## src/rtl/alu_pkg.sv

```systemverilog
// Shared encodings for the ALU issue controller: opcodes, ALU control codes,
// memory/system op encodings, decode classes and FSM states.
package alu_pkg;

    typedef logic [5:0] opcode_t;
    typedef logic [3:0] alu_ctrl_t;

    localparam opcode_t OP_ADD      = 6'd0;
    localparam opcode_t OP_SUB      = 6'd1;
    localparam opcode_t OP_MUL      = 6'd2;
    localparam opcode_t OP_AND      = 6'd3;
    localparam opcode_t OP_OR       = 6'd4;
    localparam opcode_t OP_LDB      = 6'd10;
    localparam opcode_t OP_LDW      = 6'd11;
    localparam opcode_t OP_STB      = 6'd12;
    localparam opcode_t OP_STW      = 6'd13;
    localparam opcode_t OP_MOV      = 6'd14;
    localparam opcode_t OP_BEQ      = 6'd30;
    localparam opcode_t OP_JUMP     = 6'd31;
    localparam opcode_t OP_TLBWRITE = 6'd32;
    localparam opcode_t OP_IRET     = 6'd33;

    localparam alu_ctrl_t ALU_ADD = 4'd0;
    localparam alu_ctrl_t ALU_SUB = 4'd1;
    localparam alu_ctrl_t ALU_MUL = 4'd2;
    localparam alu_ctrl_t ALU_AND = 4'd3;
    localparam alu_ctrl_t ALU_OR  = 4'd4;

    typedef enum logic [1:0] {MEM_LDB, MEM_LDW, MEM_STB, MEM_STW} mem_op_t;
    typedef enum logic       {SYS_TLBWRITE, SYS_IRET} sys_op_t;

    typedef enum logic [1:0] {B_RT, B_IMM, B_ZERO} b_sel_t;

    typedef enum logic [2:0] {
        CL_ALU, CL_MOV, CL_MEM, CL_BEQ, CL_JUMP, CL_SYS, CL_UNDEF
    } op_class_t;

    typedef enum logic [1:0] {S_IDLE, S_DECODE, S_EXEC, S_WB} state_t;

endpackage

```

## src/rtl/alu_op_decode.sv

```systemverilog
// Combinational opcode decoder: maps a 6-bit opcode to the ALU control code,
// the second-operand source and the retirement class.
module alu_op_decode
    import alu_pkg::*;
(
    input  logic [5:0] op,
    output alu_ctrl_t  alu_ctrl,
    output b_sel_t     b_sel,
    output op_class_t  op_class
);

    // NOTE: every output gets a default before the case so no path can infer a latch.
    always_comb begin
        alu_ctrl = ALU_ADD;
        b_sel    = B_ZERO;
        op_class = CL_UNDEF;
        case (op)
            OP_ADD, OP_SUB, OP_MUL, OP_AND, OP_OR: begin
                alu_ctrl = op[3:0];
                b_sel    = B_RT;
                op_class = CL_ALU;
            end
            OP_LDB, OP_LDW, OP_STB, OP_STW: begin
                alu_ctrl = ALU_ADD;
                b_sel    = B_IMM;
                op_class = CL_MEM;
            end
            OP_MOV: begin
                alu_ctrl = ALU_OR;
                b_sel    = B_ZERO;
                op_class = CL_MOV;
            end
            OP_BEQ: begin
                alu_ctrl = ALU_SUB;
                b_sel    = B_RT;
                op_class = CL_BEQ;
            end
            OP_JUMP:              op_class = CL_JUMP;
            OP_TLBWRITE, OP_IRET: op_class = CL_SYS;
            default:              op_class = CL_UNDEF;
        endcase
    end

endmodule

```

## src/rtl/alu_issue_ctrl.sv

```systemverilog
// Execute-stage sequencer driving a combinational ALU, one instruction in flight.
// Optional ALU_TRAP_EN adds a trap pulse for undefined opcodes.
module alu_issue_ctrl
    import alu_pkg::*;
#(
    parameter int MUL_LAT = 3,
    parameter int XLEN    = 32
) (
    input  logic            clk,
    input  logic            rst,
    input  logic [31:0]     instr,
    input  logic            instr_valid,
    output logic            instr_ready,
    output logic [4:0]      rs_addr,
    output logic [4:0]      rt_addr,
    input  logic [XLEN-1:0] rs_data,
    input  logic [XLEN-1:0] rt_data,
    output logic [3:0]      alu_ctrl,
    output logic [XLEN-1:0] alu_a,
    output logic [XLEN-1:0] alu_b,
    input  logic [XLEN-1:0] alu_result,
    input  logic            alu_zero,
    output logic            wb_en,
    output logic [4:0]      wb_addr,
    output logic [XLEN-1:0] wb_data,
    output logic            br_taken,
    output logic [XLEN-1:0] br_offset,
    output logic            mem_valid,
    output logic [1:0]      mem_op,
    output logic [XLEN-1:0] mem_addr,
    output logic            sys_valid,
    output logic            sys_op,
`ifdef ALU_TRAP_EN
    output logic            trap,
`endif
    output logic            done
);

    localparam int CNT_W = (MUL_LAT > 1) ? $clog2(MUL_LAT) : 1;

    state_t          state, state_next;
    logic [31:0]     instr_q;
    logic [XLEN-1:0] rs_q, rt_q, result_q;
    logic            zero_q;
    logic [CNT_W-1:0] cnt;

    opcode_t   op;
    alu_ctrl_t dec_ctrl;
    b_sel_t    dec_b_sel;
    op_class_t dec_class;
    logic [XLEN-1:0] imm_sext;
    logic      transfer;
    logic      skip_exec;

    assign op       = instr_q[31:26];
    assign rs_addr  = instr_q[25:21];
    assign rt_addr  = instr_q[20:16];
    assign imm_sext = {{(XLEN-16){instr_q[15]}}, instr_q[15:0]};
    assign transfer = instr_valid && (state == S_IDLE);
    assign skip_exec = (dec_class == CL_JUMP) || (dec_class == CL_SYS) ||
                       (dec_class == CL_UNDEF);

    alu_op_decode u_decode (
        .op       (op),
        .alu_ctrl (dec_ctrl),
        .b_sel    (dec_b_sel),
        .op_class (dec_class)
    );

    // NOTE: sequential state uses non-blocking assignments so every register samples pre-edge values.
    always_ff @(posedge clk) begin
        if (rst) state <= S_IDLE;
        else     state <= state_next;
    end

    always_comb begin
        state_next = state;
        case (state)
            S_IDLE:   if (transfer) state_next = S_DECODE;
            S_DECODE: state_next = skip_exec ? S_WB : S_EXEC;
            S_EXEC:   if (cnt == '0) state_next = S_WB;
            S_WB:     state_next = S_IDLE;
            default:  state_next = S_IDLE;
        endcase
    end

    always_ff @(posedge clk) begin
        if (rst) begin
            instr_q  <= '0;
            rs_q     <= '0;
            rt_q     <= '0;
            result_q <= '0;
            zero_q   <= 1'b0;
            cnt      <= '0;
        end else begin
            if (transfer) instr_q <= instr;
            if (state == S_DECODE) begin
                rs_q <= rs_data;
                rt_q <= rt_data;
                cnt  <= (dec_class == CL_ALU && dec_ctrl == ALU_MUL) ? CNT_W'(MUL_LAT - 1) : '0;
            end
            // Result is captured on the edge that leaves EXEC, after the last hold cycle.
            if (state == S_EXEC) begin
                if (cnt == '0) begin
                    result_q <= alu_result;
                    zero_q   <= alu_zero;
                end else begin
                    cnt <= cnt - 1'b1;
                end
            end
        end
    end

    always_comb begin
        instr_ready = (state == S_IDLE);
        alu_ctrl    = ALU_ADD;
        alu_a       = '0;
        alu_b       = '0;
        wb_en       = 1'b0;
        wb_addr     = '0;
        wb_data     = '0;
        br_taken    = 1'b0;
        br_offset   = '0;
        mem_valid   = 1'b0;
        mem_op      = '0;
        mem_addr    = '0;
        sys_valid   = 1'b0;
        sys_op      = 1'b0;
        done        = 1'b0;
`ifdef ALU_TRAP_EN
        trap        = 1'b0;
`endif
        if (state == S_EXEC) begin
            alu_ctrl = dec_ctrl;
            alu_a    = rs_q;
            case (dec_b_sel)
                B_RT:    alu_b = rt_q;
                B_IMM:   alu_b = imm_sext;
                default: alu_b = '0;
            endcase
        end
        if (state == S_WB) begin
            done = 1'b1;
            case (dec_class)
                CL_ALU, CL_MOV: begin
                    wb_en   = (instr_q[15:11] != 5'd0);
                    wb_addr = instr_q[15:11];
                    wb_data = result_q;
                end
                CL_MEM: begin
                    mem_valid = 1'b1;
                    mem_op    = 2'(op - OP_LDB);
                    mem_addr  = result_q;
                end
                CL_BEQ: begin
                    br_taken  = zero_q;
                    br_offset = imm_sext;
                end
                CL_JUMP: begin
                    br_taken  = 1'b1;
                    br_offset = imm_sext;
                end
                CL_SYS: begin
                    sys_valid = 1'b1;
                    sys_op    = op[0];
                end
                default: begin
`ifdef ALU_TRAP_EN
                    trap = 1'b1;
`endif
                end
            endcase
        end
    end

endmodule

```

## config.mk

```make
export PLATFORM = sky130hd
export DESIGN_NAME = alu_issue_ctrl
export DESIGN_NICKNAME = d
export VERILOG_FILES = /design/src/rtl/alu_pkg.sv /design/src/rtl/alu_op_decode.sv /design/src/rtl/alu_issue_ctrl.sv
export SDC_FILE = /design/constraint.sdc
export NUM_CORES = 1
export LEC_CHECK = 0
export CAP_MARGIN = 20
export CELL_PAD_IN_SITES_DETAIL_PLACEMENT = 0
export CELL_PAD_IN_SITES_GLOBAL_PLACEMENT = 2
export CORE_ASPECT_RATIO = 2
export CORE_MARGIN = 5
export CORE_UTILIZATION = 21
export DETAILED_ROUTE_END_ITERATION = 16
export PLACE_DENSITY = 0.82
export SLEW_MARGIN = 30
export SYNTH_ARGS = -nofsm -noshare
export SYNTH_HDL_FRONTEND = slang
export SYNTH_SLANG_ARGS = --single-unit
```

## constraint.sdc

```tcl
create_clock -name clk -period 2.3 [get_ports clk]
set_input_delay 0.23 -clock clk [delete_from_list [all_inputs] [get_ports clk]]
set_output_delay 0.23 -clock clk [all_outputs]
set_load 0.02 [all_outputs]
```

==> impl_metrics.env <==
export IMPL_cts_buffers=17
export IMPL_fmax_mhz=388
export IMPL_clock_sinks=133
export IMPL_synthArstFlopShare_pct=0
export IMPL_maxSlewViolCount=0
export IMPL_worstSetupPathType="flop to output pin"
export IMPL_min_period_over_period_pct=112
export IMPL_synth_edf_count=0
export IMPL_drtAntennaViolNets=0
export IMPL_status="finished with violations"
export IMPL_routedWlPerCell_um=18.5
export IMPL_track_usage_pct=16.1
export IMPL_violations="negative setup slack"
export IMPL_power_density_mw_per_mm2=820
export IMPL_ys_ff_latch=133
export IMPL_cts_hold_buf=0
export IMPL_p_leak_nw=4.92
export IMPL_dp_cells=1492
export IMPL_core_rowCount=91
export IMPL_start_util_pct=21.1
export IMPL_worstPathMaxFanout=30
export IMPL_h_tree_depth=4
export IMPL_crit_path_start_kind="flop"
export IMPL_antenna_found_initial=2
export IMPL_synthesis_area_mm2=0.00648
export IMPL_crit_required_ps=2070
export IMPL_grt_overflow=0
export IMPL_synthCells=833
export IMPL_vias=7023
export IMPL_grt_max_degree=52
export IMPL_syn_mean_instance_area_um2=7.79
export IMPL_utilization_pct=40.2
export IMPL_ioPinCount=320
export IMPL_nets=1341
export IMPL_maxCapViolations=0
export IMPL_grt_pass1_vias=6940
export IMPL_die_area_mm2=0.0347
export IMPL_dpl_cell_area_mm2=0.0103
export IMPL_setup_viol_count_final=121
export IMPL_synth_cell_types=47
export IMPL_place_congestion=0.787
export IMPL_rsz0062_at_grt="yes"
export IMPL_portBuffers=318
export IMPL_clk_latency_ps=430
export IMPL_power_mw=10.1
export IMPL_dp_slack_ps=-244
export IMPL_yosysSeqAreaShare_pct=41.1
export IMPL_setup_ws_ps=-278
export IMPL_drc=0
export IMPL_worstHoldPathType="input pin to flop"
export IMPL_core_mm2=0.0307
export IMPL_maxSlewHeadroom_pct=60.5
export IMPL_setup_tns_ps=-19450
export IMPL_worst_slew_pin_slew_ps=586
export IMPL_die_w_um=134
export IMPL_fin_cells=1590
export IMPL_cts_tree="built"
export IMPL_layout_drive_gt1_share_pct=31.4
export IMPL_crit_path_end_kind="output pin"
export IMPL_totalWireLength_um=29400
export IMPL_fin_skew_ps=6.38
export IMPL_drtIter0Drc=265
export IMPL_area_growth_pct=90.6
export IMPL_ir_drop_mv=0.545
export IMPL_viasPerCell=4.42
export IMPL_grt_pass1_wl_um=42000
export IMPL_final_cell_area_mm2=0.0124
export IMPL_yosys_warnings=0
export IMPL_arrival_ps=2350
export IMPL_syn_num_nets=969
export IMPL_dpl_hpwl_um=20200
export IMPL_first_pass_iters=4
export IMPL_synth_ff_type="dfxtp_1"
export IMPL_period_needed_ps=2580
export IMPL_cts_root_buf="clkbuf_16"
export IMPL_cts_max_path_buffers=2
export IMPL_hold_slack_ps=239
export IMPL_finalHoldViolCount=0
export IMPL_die_h_um=259
export IMPL_clk_pin_slew_ps=60
## routing by layer
metal / GRT usage (%) / part of all wire, % / up-vias
li1: - / - / 3447
met1: 15.2 / 33 / 3322
met2: 32.6 / 60 / 223
met3: 3.52 / 4.6 / 31
met4: 6.20 / 2.3 / 0
met5: 0 / 0 / -
## worst max-delay path, stage by stage (launching register included)
cell	delay [ps]
dfxtp_2	340
buf_6	120
or4_1	490
and4b_1	240
o21ai_4	160
buf_12	190
nor3_1	60
clkdlybuf4s15_1	290
## final cells by class
type	instances	area, um2
clock buffers	22	474
multi-input cells	567	3750
flip-flops and latches	133	2670
fillers	3068	18400
repair buffers	449	4710
inverters	37	143
clock inverters	8	149
well taps	372	465
diodes	2	5.00
## final timing paths
| path | slack (ps) | start | cells after the start | to |
|---|---|---|---|---|
| setup / recovery | -280 | instr_q[27] | 7 | mem_addr[26] |
| hold / removal | 240 | rst | 2 | cnt[1] |
| setup reg to reg | 270 | state[0] | 9 | result_q[23] |
| hold reg to reg | 450 | result_q[7] | 2 | result_q[7] |
## state kept, by name, indices dropped and copies added, names as in the netlist
| signal | count |
|---|---|
| instr_q | 32 |
| result_q | 32 |
| rs_q | 32 |
| rt_q | 32 |
| cnt | 2 |
| state | 2 |
| zero_q | 1 |
## placed cells by master (no fill, tap or decap), drive strengths merged, types with 2 or more instances in the layout
master / netlist / routed
a21oi: 86 / 86
a22o: 15 / 15
and2: 49 / 49
buf: 53 / 246
bufinv: 0 / 4
clkbuf: 43 / 29
clkdlybuf4s15: 0 / 20
clkdlybuf4s50: 0 / 141
clkinv: 0 / 2
clkinvlp: 0 / 3
dfxtp: 133 / 133
diode: 0 / 2
dlygate4sd2: 0 / 35
ha: 4 / 4
inv: 37 / 36
mux2i: 64 / 64
nand2: 154 / 154
nand2b: 4 / 4
nand3: 2 / 2
nand3b: 2 / 2
nor2: 75 / 75
nor2b: 5 / 5
nor3: 71 / 71
nor3b: 4 / 4
o211a: 2 / 2
o21ai: 7 / 7
or2: 2 / 2
or4: 2 / 2
xnor2: 2 / 2
## what timing repair did
action	4_1_cts	5_1_grt
resized for setup	761	204
cloned	6	3
pin swaps	13	19
setup endpoints to repair	176	141
setup buffers	46	19
## power by group
part	total, mW	internal [mW]	switching (mW)
Combinational	4.10	1.85	2.25
Sequential	3.10	2.81	0.285
Clock	2.94	1.89	1.05
## synthesized netlist by cell type, drive strengths merged, types with 2 or more instances
cell,instances,share of area (%)
nor3b,4,0.46
a22o,15,2.0
nand3b,2,0.23
or4,2,0.23
buf,53,5.3
and2,49,4.7
nand2b,4,0.39
o211a,2,0.31
ha,4,0.77
mux2i,64,9.9
inv,37,2.1
clkbuf,43,2.5
nor3,71,5.5
or2,2,0.19
nand3,2,0.15
nor2,75,4.4
a21oi,86,7.2
nor2b,5,0.48
o21ai,7,0.71
nand2,154,8.9
xnor2,2,0.27
dfxtp,133,41
## kinds of logic (layout without fill, tap and decap cells)
logic type / Yosys count / in the layout / synth area share (%)
and+or+nand+nor: 378 / 378 / 26.7
DFF: 133 / 133 / 41.1
xor gates and xnor gates: 2 / 2 / 0.270
muxes: 64 / 64 / 9.88
other: 1 / 3 / 0.0578
adders and majority gates: 4 / 4 / 0.772
AOI/OAI and AO/OA: 118 / 118 / 11.3
buffers and inverters: 133 / 516 / 9.94
No activity file was read; power rests on OpenSTA's default activity.
